==> config.mk <==
export PLATFORM = sky130hd
export DESIGN_NAME = key_cmd_queue_flat
export DESIGN_NICKNAME = d
export VERILOG_FILES = /design/src/rtl/key_cmd_if.sv /design/src/rtl/key_cmd_queue.sv /design/src/flat_wrapper.sv
export SDC_FILE = /design/constraint.sdc
export NUM_CORES = 1
export LEC_CHECK = 0
export ABC_AREA = 1
export ABC_CLOCK_PERIOD_IN_PS = 3780
export CORE_MARGIN = 2
export CORE_UTILIZATION = 25
export DETAILED_ROUTE_END_ITERATION = 16
export PLACE_DENSITY = 0.41
export SYNTH_ARGS = -nofsm -noshare
export SYNTH_HDL_FRONTEND = slang
export SYNTH_SLANG_ARGS = --single-unit
==> constraint.sdc <==
create_clock -name clk -period 3.78 [get_ports clk]
set_clock_uncertainty 0.15 [all_clocks]
set_input_delay 0.756 -clock clk [delete_from_list [all_inputs] [get_ports clk]]
set_output_delay 0.756 -clock clk [all_outputs]
set_load 0.1 [all_outputs]
==> src/rtl/key_cmd_if.sv <==
// Key-event inputs and queued command outputs of key_cmd_queue.
// master = stimulus/consumer side, slave = the queue itself.
interface key_cmd_if #(
    parameter int NKEYS = 4,
    parameter int KW    = 2,
    parameter int DEPTH = 4
);
    localparam int LW = $clog2(DEPTH) + 1;

    logic [NKEYS-1:0] key_pulse;
    logic [NKEYS-1:0] key_held_n;
    logic             cmd_ready;
    logic             cmd_valid;
    logic [KW-1:0]    cmd_key;
    logic             cmd_repeat;
    logic [LW-1:0]    fifo_level;
    logic             overflow;

    modport master (
        output key_pulse, key_held_n, cmd_ready,
        input  cmd_valid, cmd_key, cmd_repeat, fifo_level, overflow
    );

    modport slave (
        input  key_pulse, key_held_n, cmd_ready,
        output cmd_valid, cmd_key, cmd_repeat, fifo_level, overflow
    );
endinterface

==> src/rtl/key_cmd_queue.sv <==
// Key press pulses + auto-repeat -> per-key pending bits -> priority arbiter -> DEPTH-entry FIFO.
// Pulse to cmd_valid is 2 cycles; a full FIFO stalls pending bits, a second event on a busy key is dropped (sticky overflow).
module key_cmd_queue #(
    parameter int               NKEYS        = 4,
    parameter int               KW           = 2,
    parameter int               DEPTH        = 4,
    parameter logic [NKEYS-1:0] REPEAT_MASK  = 4'b1011,
    parameter int               REPEAT_DELAY = 25_000_000,
    parameter int               REPEAT_RATE  = 5_000_000,
    parameter int               CNT_W        = 26
) (
    input logic       clk,
    input logic       rst_n,
    key_cmd_if.slave  bus_if
);
    localparam int PW = $clog2(DEPTH);
    localparam int LW = PW + 1;
    localparam int EW = KW + 1;
    localparam logic [CNT_W-1:0] DELAY_LAST = CNT_W'(REPEAT_DELAY - 1);
    localparam logic [CNT_W-1:0] RATE_LAST  = CNT_W'(REPEAT_RATE - 1);

    typedef enum logic [1:0] {R_IDLE, R_DELAY, R_REPEAT} rep_state_e;

    rep_state_e       st_q  [NKEYS];
    rep_state_e       st_d  [NKEYS];
    logic [CNT_W-1:0] cnt_q [NKEYS];
    logic [CNT_W-1:0] cnt_d [NKEYS];
    logic [NKEYS-1:0] rep_ev;

    logic [NKEYS-1:0] pend_q, pend_d, prep_q, prep_d;
    logic [NKEYS-1:0] ev, ev_rep, grant;
    logic             ovf_q, ovf_set;
    logic             push, pop, push_rep, valid;
    logic [KW-1:0]    push_key;

    logic [EW-1:0]    mem_q [DEPTH];
    logic [PW-1:0]    wr_q, rd_q;
    logic [LW-1:0]    level_q;
    logic [EW-1:0]    hold_q, head;

    // Release wins over everything, then a fresh press restarts the delay.
    always_comb begin
        for (int i = 0; i < NKEYS; i++) begin
            st_d[i]   = st_q[i];
            cnt_d[i]  = cnt_q[i];
            rep_ev[i] = 1'b0;
            if (!REPEAT_MASK[i] || bus_if.key_held_n[i]) begin
                st_d[i]  = R_IDLE;
                cnt_d[i] = '0;
            end else if (bus_if.key_pulse[i]) begin
                st_d[i]  = R_DELAY;
                cnt_d[i] = '0;
            end else begin
                case (st_q[i])
                    R_DELAY: begin
                        if (cnt_q[i] == DELAY_LAST) begin
                            rep_ev[i] = 1'b1;
                            cnt_d[i]  = '0;
                            st_d[i]   = R_REPEAT;
                        end else begin
                            cnt_d[i] = cnt_q[i] + CNT_W'(1);
                        end
                    end
                    R_REPEAT: begin
                        if (cnt_q[i] == RATE_LAST) begin
                            rep_ev[i] = 1'b1;
                            cnt_d[i]  = '0;
                        end else begin
                            cnt_d[i] = cnt_q[i] + CNT_W'(1);
                        end
                    end
                    default: ;
                endcase
            end
        end
    end

    // Lowest index wins; push uses the registered level, ignoring a same-cycle pop.
    always_comb begin
        grant    = '0;
        push_key = '0;
        if (level_q < LW'(DEPTH)) begin
            for (int i = NKEYS - 1; i >= 0; i--) begin
                if (pend_q[i]) begin
                    grant    = '0;
                    grant[i] = 1'b1;
                    push_key = KW'(i);
                end
            end
        end
        push     = |grant;
        push_rep = prep_q[push_key];
    end

    always_comb begin
        ev      = bus_if.key_pulse | rep_ev;
        ev_rep  = ~bus_if.key_pulse & rep_ev;
        pend_d  = pend_q;
        prep_d  = prep_q;
        ovf_set = 1'b0;
        for (int i = 0; i < NKEYS; i++) begin
            if (ev[i]) begin
                if (pend_q[i] && !grant[i]) begin
                    ovf_set = 1'b1;
                end else begin
                    pend_d[i] = 1'b1;
                    prep_d[i] = ev_rep[i];
                end
            end else if (grant[i]) begin
                pend_d[i] = 1'b0;
            end
        end
    end

    assign valid = (level_q != '0);
    assign pop   = valid & bus_if.cmd_ready;
    // An empty FIFO shows the last head so the outputs do not wander onto stale slots.
    assign head  = valid ? mem_q[rd_q] : hold_q;

    always_ff @(posedge clk or negedge rst_n) begin
        if (!rst_n) begin
            for (int i = 0; i < DEPTH; i++) mem_q[i] <= '0;
            for (int i = 0; i < NKEYS; i++) begin
                st_q[i]  <= R_IDLE;
                cnt_q[i] <= '0;
            end
            wr_q    <= '0;
            rd_q    <= '0;
            level_q <= '0;
            hold_q  <= '0;
            pend_q  <= '0;
            prep_q  <= '0;
            ovf_q   <= 1'b0;
        end else begin
            for (int i = 0; i < NKEYS; i++) begin
                st_q[i]  <= st_d[i];
                cnt_q[i] <= cnt_d[i];
            end
            if (push) begin
                mem_q[wr_q] <= {push_rep, push_key};
                wr_q        <= wr_q + PW'(1);
            end
            if (pop) rd_q <= rd_q + PW'(1);
            level_q <= level_q + LW'(push) - LW'(pop);
            hold_q  <= head;
            pend_q  <= pend_d;
            prep_q  <= prep_d;
            if (ovf_set) ovf_q <= 1'b1;
        end
    end

    assign bus_if.cmd_valid  = valid;
    assign bus_if.cmd_key    = head[KW-1:0];
    assign bus_if.cmd_repeat = head[KW];
    assign bus_if.fifo_level = level_q;
    assign bus_if.overflow   = ovf_q;
endmodule

==> src/flat_wrapper.sv <==
// flat-port wrapper written by rule: the top's interface ports become plain ports
module key_cmd_queue_flat 
#(
    parameter int               NKEYS        = 4,
    parameter int               KW           = 2,
    parameter int               DEPTH        = 4,
    parameter logic [NKEYS-1:0] REPEAT_MASK  = 4'b1011,
    parameter int               REPEAT_DELAY = 25_000_000,
    parameter int               REPEAT_RATE  = 5_000_000,
    parameter int               CNT_W        = 26
)
  (clk, rst_n, bus_if_key_pulse, bus_if_key_held_n, bus_if_cmd_ready, bus_if_cmd_valid, bus_if_cmd_key, bus_if_cmd_repeat, bus_if_fifo_level, bus_if_overflow);
  key_cmd_if #(.NKEYS(NKEYS), .KW(KW), .DEPTH(DEPTH)) bus_if_i ();
  input logic clk;
  input logic rst_n;
  input wire logic [$bits(bus_if_i.key_pulse)-1:0] bus_if_key_pulse;
  input wire logic [$bits(bus_if_i.key_held_n)-1:0] bus_if_key_held_n;
  input wire logic [$bits(bus_if_i.cmd_ready)-1:0] bus_if_cmd_ready;
  output wire logic [$bits(bus_if_i.cmd_valid)-1:0] bus_if_cmd_valid;
  output wire logic [$bits(bus_if_i.cmd_key)-1:0] bus_if_cmd_key;
  output wire logic [$bits(bus_if_i.cmd_repeat)-1:0] bus_if_cmd_repeat;
  output wire logic [$bits(bus_if_i.fifo_level)-1:0] bus_if_fifo_level;
  output wire logic [$bits(bus_if_i.overflow)-1:0] bus_if_overflow;
  assign bus_if_i.key_pulse = bus_if_key_pulse;
  assign bus_if_i.key_held_n = bus_if_key_held_n;
  assign bus_if_i.cmd_ready = bus_if_cmd_ready;
  assign bus_if_cmd_valid = bus_if_i.cmd_valid;
  assign bus_if_cmd_key = bus_if_i.cmd_key;
  assign bus_if_cmd_repeat = bus_if_i.cmd_repeat;
  assign bus_if_fifo_level = bus_if_i.fifo_level;
  assign bus_if_overflow = bus_if_i.overflow;
  key_cmd_queue #(.NKEYS(NKEYS), .KW(KW), .DEPTH(DEPTH), .REPEAT_MASK(REPEAT_MASK), .REPEAT_DELAY(REPEAT_DELAY), .REPEAT_RATE(REPEAT_RATE), .CNT_W(CNT_W)) u_core (.clk(clk), .rst_n(rst_n), .bus_if(bus_if_i));
endmodule
After elaboration in Yosys (flattened, before gate mapping)
Index checks and enable logic that the tools add are counted.

word-level totals
  output and inout bits = 8
  register bits = 115

cells by class
  eq/ne operators = 16
  magnitude comparators = 5
  bitwise logic cells = 10
  muxes and demuxes = 81
  reductions and logical operators = 35
  add/sub/neg operators = 7

operator list
  kind                                                       count
  two-way mux 26 bit                                         12
  one-hot mux 26 bit (2 select lines)                        3
  adder 26 x 1 -> 26 bit (second input constant)             3
  equality test 26 x 23 -> 1 bit (second input constant)     3
  equality test 26 x 25 -> 1 bit (second input constant)     3
  two-way mux 2 bit                                          17
  two-way mux 1 bit                                          33
  AND reduction 2 bit                                        11
  nonzero test 3 bit                                         7
  two-way mux 4 bit                                          5
  bitwise mux 12 bit                                         1
  two-way mux 3 bit                                          4
  nonzero test 4 bit                                         3
  != test 2 bit (second input constant)                      4
  nonzero test 2 bit                                         4
  binary-select mux 3 bit (select 2 bit)                     1
  demux 3 bit (select 2 bit)                                 1
  equality test 2 x 1 -> 1 bit (second input constant)       3
  equality test 2 bit (second input constant)                3
  greater-or-equal comparator 3 bit (second input constant)  2
  inverter 2 -> 3 bit                                        2
  one-hot mux 1 bit (2 select lines)                         3
  logical AND 1 bit                                          5
  adder 2 x 1 -> 2 bit (second input constant)               2
  13 further kinds                                           19

Longest topological paths before layout
Gate-level depths: netlist (run 1).

  depth in word-level cells = 15
  depth in mapped cells = 12
  depth with buffers taken out = 12

Worst setup path before layout (run 1)
Ideal clock, no wire load.

  kind = register -> output
  start point = register u_core.level_q[1] (netlist: u_core.bus_if.fifo_level[1])
  end point = output bus_if_cmd_key[0]
  data arrival time = 3.734 ns
  path buffers = 0
  required time = 2.874 ns
  stages on the path, launching flop included = 4
  setup slack = -0.860 ns
  cell sequence = dfrtp_1 > nor3_1 > clkinv_1 > a31oi_1

between the ends
  cells in the longest elaborated chain, start to end = 2

RTL lines
  element                     RTL line              source
  start, declared             key_cmd_queue.sv:38   logic [LW-1:0] level_q;
  start signal, assigned      key_cmd_queue.sv:144  level_q <= level_q + LW'(push) - LW'(pop);
  nonzero test 3 bit          key_cmd_queue.sv:115  assign valid = (level_q != '0);
  named net bus_if_cmd_valid  flat_wrapper.sv:19    output wire logic [$bits(bus_if_i.cmd_valid)-1:0] bus_if_cmd_valid;
  two-way mux 3 bit           key_cmd_queue.sv:118  assign head = valid ? mem_q[rd_q] : hold_q;
  end, declared               flat_wrapper.sv:20    output wire logic [$bits(bus_if_i.cmd_key)-1:0] bus_if_cmd_key;

The timed path passes the listed nets, and every way through them passes these cells.

Worst setup path after layout (run 1)
  start point = register u_core.level_q[2] (netlist: u_core.bus_if.fifo_level[2])
  end point = output bus_if_fifo_level[2]

RTL lines
  element        RTL line            source
  end, declared  flat_wrapper.sv:22  output wire logic [$bits(bus_if_i.fifo_level)-1:0] bus_if_fifo_level;

No word-level cell between the ends.

==> results of run 1 <==
logic make-up after synthesis:
family | count (synthesis) | synth area share
and+or+nand+nor | 501 | 0.332
buffers and inverters | 134 | 0.0784
adders and majority gates | 16 | 0.0303
AOI/OAI and AO/OA | 98 | 0.0776
xor gates and xnor gates | 51 | 0.0652
DFF | 114 | 0.417
cells in the mapped netlist, drive strengths merged, types with 4 or more instances:
master / instances
inv: 120
nor2: 152
nand3: 59
buf: 5
o22ai: 11
nor3: 38
ha: 15
nand4: 26
o21ai: 54
xor2: 44
xnor2: 7
dfrtp: 114
nand2: 214
a31oi: 4
a21oi: 22
clkbuf: 6
per-stage QoR:
stage	area, µm²	instances	worst slack, ps	util
global placement	7460	1270	1170	0.277
detailed placement	7460	1270	1150	0.277
finish	8120	1302	820	0.301
global route	8120	1302	735	0.301
CTS	8120	1302	792	0.301
floorplan	6870	914	-341	-
flip-flops by register name (all words and copies together) (netlist names):
| register | cells |
|---|---|
| u_core.rd_q | 2 |
| u_core.st_q | 6 |
| u_core.wr_q | 2 |
| u_core.hold_q | 3 |
| u_core.mem_q | 12 |
| u_core.pend_q | 4 |
| u_core.prep_q | 3 |
| u_core.bus_if.fifo_level | 3 |
| u_core.bus_if.overflow | 1 |
| u_core.cnt_q | 78 |
cell usage in the layout, fill, tap and decap left out, types with 12 or more instances in the layout:
cell type        Yosys  final
o21ai_0             50     50
inv_1              115    115
nand3_1             54     54
clkbuf_16            0     17
ha_1                15     15
nor2_2              22     22
nor3_1              35     35
nor2_1             126    126
clkdlybuf4s50_1      0     12
dfrtp_1            114    114
nand4_1             24     24
nand2_1            209    209
buf_4                1     13
xor2_1              44     44
a21oi_1             21     21
metal layers:
layer	vias up	wire (µm)	global-route usage
li1	3005	-	-
met1	2698	8650	0.168
met2	43	7890	0.206
met3	12	384	0.0294
met4	0	196	0.0346
met5	-	0	0
worst max path at each step:
stage | slack, ps | end | cells past startpoint
6_report | 820 | bus_if_fifo_level[2] | 1
5_1_grt | 740 | bus_if_cmd_repeat | 4
4_1_cts | 790 | bus_if_fifo_level[2] | 1
3_5_place_dp | 1150 | u_core.cnt_q[63] | 9
3_3_place_gp | 1170 | u_core.cnt_q[63] | 9
2_1_floorplan | -340 | bus_if_cmd_key[0] | 3
power by group through the flow:
| stage | sequential, W | combinational, W | clock, W |
|---|---|---|---|
| finish | 0.00144 | 0.00100 | 0.00181 |
| global placement | 0.00146 | 0.00101 | 0 |
| CTS | 0.00144 | 0.00102 | 0.00186 |
| global route | 0.00146 | 0.00110 | 0.00193 |
| detailed placement | 0.00146 | 0.00102 | 0 |
| floorplan | 0.00155 | 0.000678 | 0 |
layout make-up:
class	count	area (µm²)	share of cell area
clock inverter	13	208	0.0256
inverter	123	464	0.0572
timing repair buffer	26	238	0.0293
sequential	114	2850	0.351
multi-input combinational	666	3480	0.428
tap	341	427	0.0525
clock buffer	19	453	0.0558
==> impl_results.md, run 1 <==
* Arrival time worst endpoint at between 2000 and 2500 ps
* R2R Path Start: u_core.bus_if.fifo_level[1]
* Crit path max fanout at 6
* Final antenna-violating net count at 0
* Wirelength per Cell at 13.1 µm
* CTS sink cnt at 114
* Post-synth net total at roughly 940
* Setup TNS at 0 ps
* Worst slew margin at 0.355
* Vias in the first global route at 5695
* Core area at 0.0270 mm²
* Setup crit start kind: flop
* Sw Share at 0.340
* P_sw at roughly 0.0014 W
* Initial Utilization at 0.254
* CP Launch Point: u_core.bus_if.fifo_level[2]
* Post-Syn Area at between 0.006 and 0.007 mm²
* Clock transition at the registers of the reported paths at about 60 ps
* CTS Buf Count at 17
* PortBufs at 17
* Largest stage delay, worst path at between 1000 and 1500 ps
* Final Net Count at between 900 and 1k
* Worst setup path category: reg2out
* Via count of the routed design at around 5.8k
* Ys Warns at 0
* Mapped Cells at a little over 900
* Reg2reg end: u_core.bus_if.fifo_level[1]
* Hold WS at approximately 170 ps
* Max-slew violations at 0
* Largest net degree at the start of global routing at between 50 and 60
* Maximum VDD drop at around 300 µV
* Clk network pwr share at 0.426
* Overflow after GRT at 0
* Worst setup EP type: primary output
* Syn Area/Cell at 7.49 µm²
* H-tree depth at 4
* Netlist cell types at 46
* Synth Flop Type: dfrtp_1
* Die X at between 150 and 200 µm
* Pwr per Cell Area at around 520 mW/mm²
* Post-synth EDFFs at 0
* Post_cts resized at 0
* DIE AREA at about 0.029 mm²
* Pint at 0.00281 W
* Synth area leader: dfrtp_1
* Cts hold-fix bufs at 0
* Crit path cell chain: clkdlybuf4s50_1
* Register-to-Register Setup Slack at 1370 ps
* Die H at 170 µm
* Clock latency on the worst-skew pair at between 400 and 500 ps
* CTS tree: built
* DRC at 0
* Total power after layout at between 0.004 and 0.005 W
* First-pass GRT wire length at roughly 29 mm
* Clk root buf: clkbuf_16
* Seq/Total Area, Yosys at 0.417
* Worst Reg2Reg Path Length in Cells at 10
* Yosys reg bits at roughly 110
* Ports at 19
* Cell family with most CP delay: buffers and inverters
* Fmax at 0.338 GHz
* Antenna violations before repair at 0
* Max Cap Viol at 0
* Status: finished clean
* Vias per cell at ~4.4
* GPL Wtd Cong at between 0.8 and 0.9
* Total track usage at 0.126
* Final wirelength at between 15 and 20 mm
* Async SR Flop Fraction at 1.00
* # diodes at 0
* Final setup fails at 0
* Leak at 3.39 nW
* CTS Buffer Depth at 2
* Final worst path period share at 0.783
* Detailed-router iteration count before antenna repair at 4
* Endpoints failing hold at 0
* Worst-Margin Slew at ~970 ps
* Seq pwr share at 0.339
* Combinational power share at 0.235
* Iter 0 DRT Violations at about 350
* Min-delay worst type: in2async
* Hpwl dp at between 10 and 15 mm
* Synth top area share at 0.417
* RSZ-0062 raised after global routing: no
* Top post-synthesis cells by area: dfrtp_1, nand2_1, nor2_1, inv_1, xor2_1
* Share of cells above drive strength 1 at 0.105
* Std-Cell Rows at 60
* Slowest CP cell: clkdlybuf4s50_1
* Area grow syn2layout at 18.6%
* Critical Path RT at between 2000 and 3000 ps
* Fillers at ~2.9k
* Setup repair bufs after CTS at 0
* Buf/Inv on CP at 1
* Minimum clock period at 2960 ps
Power figures use the tool's default switching activity.
==> run 2, diff against run 1 <==
--- a/config.mk
+++ b/config.mk
@@ -6,7 +6,7 @@
 export NUM_CORES = 1
 export LEC_CHECK = 0
 export ABC_AREA = 1
-export ABC_CLOCK_PERIOD_IN_PS = 3780
+export ABC_CLOCK_PERIOD_IN_PS = 2740
 export CORE_MARGIN = 2
 export CORE_UTILIZATION = 25
 export DETAILED_ROUTE_END_ITERATION = 16
==> constraint.sdc (replaced) <==
create_clock -name clk -period 2.74 [get_ports clk]
set_clock_uncertainty 0.15 [all_clocks]
set_input_delay 0.548 -clock clk [delete_from_list [all_inputs] [get_ports clk]]
set_output_delay 0.548 -clock clk [all_outputs]
set_load 0.1 [all_outputs]
==> run 2 against run 1 <==
Against the previous run: clock-buffer cell count shrank 1; power increased by 33%; final area decreased by 0.42%; non-clock buffer count rose by 2; final cell count increased by 0.15%; first-iteration DRC count decreased by 9.5%; setup slack worse by 580 ps; critical path type unchanged.
==> impl_results.md, run 2 (same netlist as run 1, synthesis figures left out) <==
* Status: finished clean (unchanged)
* Critical Path RT at 2040 ps (was 2870 ps)
* Via count of the routed design at 5733 (was 5758)
* Overflow after GRT at 0 (unchanged)
* Max FFs per register at 78 (unchanged)
* Core area at 0.0270 mm² (unchanged)
* Setup TNS at 0 ps (unchanged)
* Std-Cell Rows at 60 (unchanged)
* Vias per cell at 4.40 (was 4.42)
* Final setup fails at 0 (unchanged)
* Commonest non-fill, non-tap cell in the layout: nand2_1 (unchanged)
* Commonest non-fill, non-tap cells in the layout: nand2_1, nor2_1, inv_1 (unchanged)
* Final worst path period share at 0.911
* Leak at 3.37 nW (was 3.39 nW)
* Endpoints failing hold at 0 (unchanged)
* Iter 0 DRT Violations at 315 (was 348)
* Crit path cell chain: inv_1 > o21ai_0 > a31oi_4 > buf_12 (was clkdlybuf4s50_1)
* Reg2reg end: u_core.cnt_q[70] (was u_core.bus_if.fifo_level[1])
* Final Net Count at 977 (was 975)
* Worst-Margin Slew at 638 ps (was 965 ps)
* Arrival time worst endpoint at 1800 ps (was 2050 ps)
* CTS Buf Count at 17 (unchanged)
* Register-to-Register Setup Slack at 430 ps (was 1370 ps)
* Die X at 170 µm (unchanged)
* Hpwl dp at 12.3 mm (was 12.6 mm)
* Clk root buf: clkbuf_16 (unchanged)
* Max Cap Viol at 0 (unchanged)
* Cts hold-fix bufs at 0 (unchanged)
* Storage cell area at 0.00286 mm² (was 0.00285 mm²)
* Largest regs: u_core.cnt_q (78), u_core.mem_q (12), u_core.st_q (6) (unchanged)
* H-tree depth at 4 (unchanged)
* Fillers at 2898 (was 2900)
* # diodes at 0 (unchanged)
* Post-Layout Cell Count at 1304 (was 1302)
* Maximum VDD drop at 447 µV (was 306 µV)
* CTS Buffer Depth at 2 (unchanged)
* Antenna violations before repair at 0 (unchanged)
* Min-delay worst type: in2async (unchanged)
* Die H at 170 µm (unchanged)
* Ports at 19 (unchanged)
* CP Launch Point: u_core.rd_q[0] (was u_core.bus_if.fifo_level[2])
* Area grow syn2layout at 18.1% (was 18.6%)
* Placed cell count at 1272 (was 1270)
* CTS sink cnt at 114 (unchanged)
* Detailed-router iteration count before antenna repair at 5 (was 4)
* Crit path max fanout at 8 (was 6)
* Worst setup EP type: primary output (unchanged)
* Multi-input logic area at 0.00351 mm² (was 0.00348 mm²)
* GPL Wtd Cong at 0.805 (was 0.800)
* Fmax at 0.401 GHz
* Clock transition at the registers of the reported paths at 60 ps (about the same)
* Post_cts resized at 0 (unchanged)
* Vias in the first global route at 5808 (was 5695)
* Cell family with most CP delay: compound AO/OA/AOI/OAI gates (was buffers and inverters)
* Total track usage at 0.126 (about the same)
* DIE AREA at 0.0287 mm² (unchanged)
* RSZ-0062 raised after global routing: no (unchanged)
* R2R Path Start: u_core.cnt_q[52] (was u_core.bus_if.fifo_level[1])
* Largest stage delay, worst path at 480 ps (was 1170 ps)
* Max-slew violations at 0 (unchanged)
* Worst slew margin at 0.575 (was 0.355)
* Largest net degree at the start of global routing at 115 (was 51)
* Hold WS at 62.6 ps (was 171 ps)
* Worst setup path category: reg2out (unchanged)
* First-pass GRT wire length at 29.1 mm (was 28.9 mm)
* Setup crit start kind: flop (unchanged)
* Initial Utilization at 0.254 (unchanged)
* Buf/Inv on CP at 2 (was 1)
* Worst Reg2Reg Path Length in Cells at 8 (was 10)
* Slowest CP cell: dfrtp_1 (was clkdlybuf4s50_1)
* PortBufs at 17 (unchanged)
* Setup repair bufs after CTS at 0 (unchanged)
* Final wirelength at 16.9 mm (was 17.1 mm)
* Clock latency on the worst-skew pair at 420 ps (about the same)
* Wirelength per Cell at 13.0 µm (was 13.1 µm)
* Final antenna-violating net count at 0 (unchanged)
* Minimum clock period at 2500 ps
* Largest Register: u_core.cnt_q (unchanged)
* CTS tree: built (unchanged)
* Share of cells above drive strength 1 at 0.115 (was 0.105)
* Pwr per Cell Area at 697 mW/mm² (was 524 mW/mm²)
* DRC at 0 (unchanged)
-- run 2: area by class of cell --
type                            instances  share of cell area
Clock buffer                           18              0.0531
Inverter                              123              0.0580
Tap cell                              341              0.0528
Multi-Input combinational cell        666               0.434
Timing Repair Buffer                   28              0.0347
Sequential cell                       114               0.353
Clock inverter                         14              0.0142
-- run 2: routing by layer --
layer | wire, µm | vias up | GRT usage | share of wire
met2 | 7570 | 49 | 0.201 | 0.45
li1 | - | 3014 | - | -
met3 | 442 | 8 | 0.0264 | 0.026
met1 | 8750 | 2662 | 0.174 | 0.52
met4 | 133 | 0 | 0.0290 | 0.0079
met5 | 0 | - | 0 | 0
-- run 2: power breakdown --
group          internal [W]  switching (W)
sequential          0.00185       0.000144
combinational      0.000503        0.00106
clock               0.00124       0.000842
total               0.00359        0.00204
-- run 2: worst max-delay path by stage --
stage                                        endpoint  depth (start not counted)  slack, ps
after floorplan           u_core.bus_if.fifo_level[2]                         10         90
after global placement               u_core.cnt_q[63]                          7        270
after detailed placement             u_core.cnt_q[68]                          8        300
after CTS                           bus_if_cmd_repeat                          4        210
after global routing                bus_if_cmd_key[0]                          4        100
final                               bus_if_cmd_repeat                          4        240
-- run 2: metrics by stage --
step,power (W),setup slack [ps],util,area (µm²)
finish,0.00564,244,0.300,8090
global route,0.00595,105,0.300,8090
global placement,0.00362,270,0.280,7540
floorplan,0.00315,87.1,-,6910
CTS,0.00574,206,0.300,8090
detailed placement,0.00362,298,0.280,7540
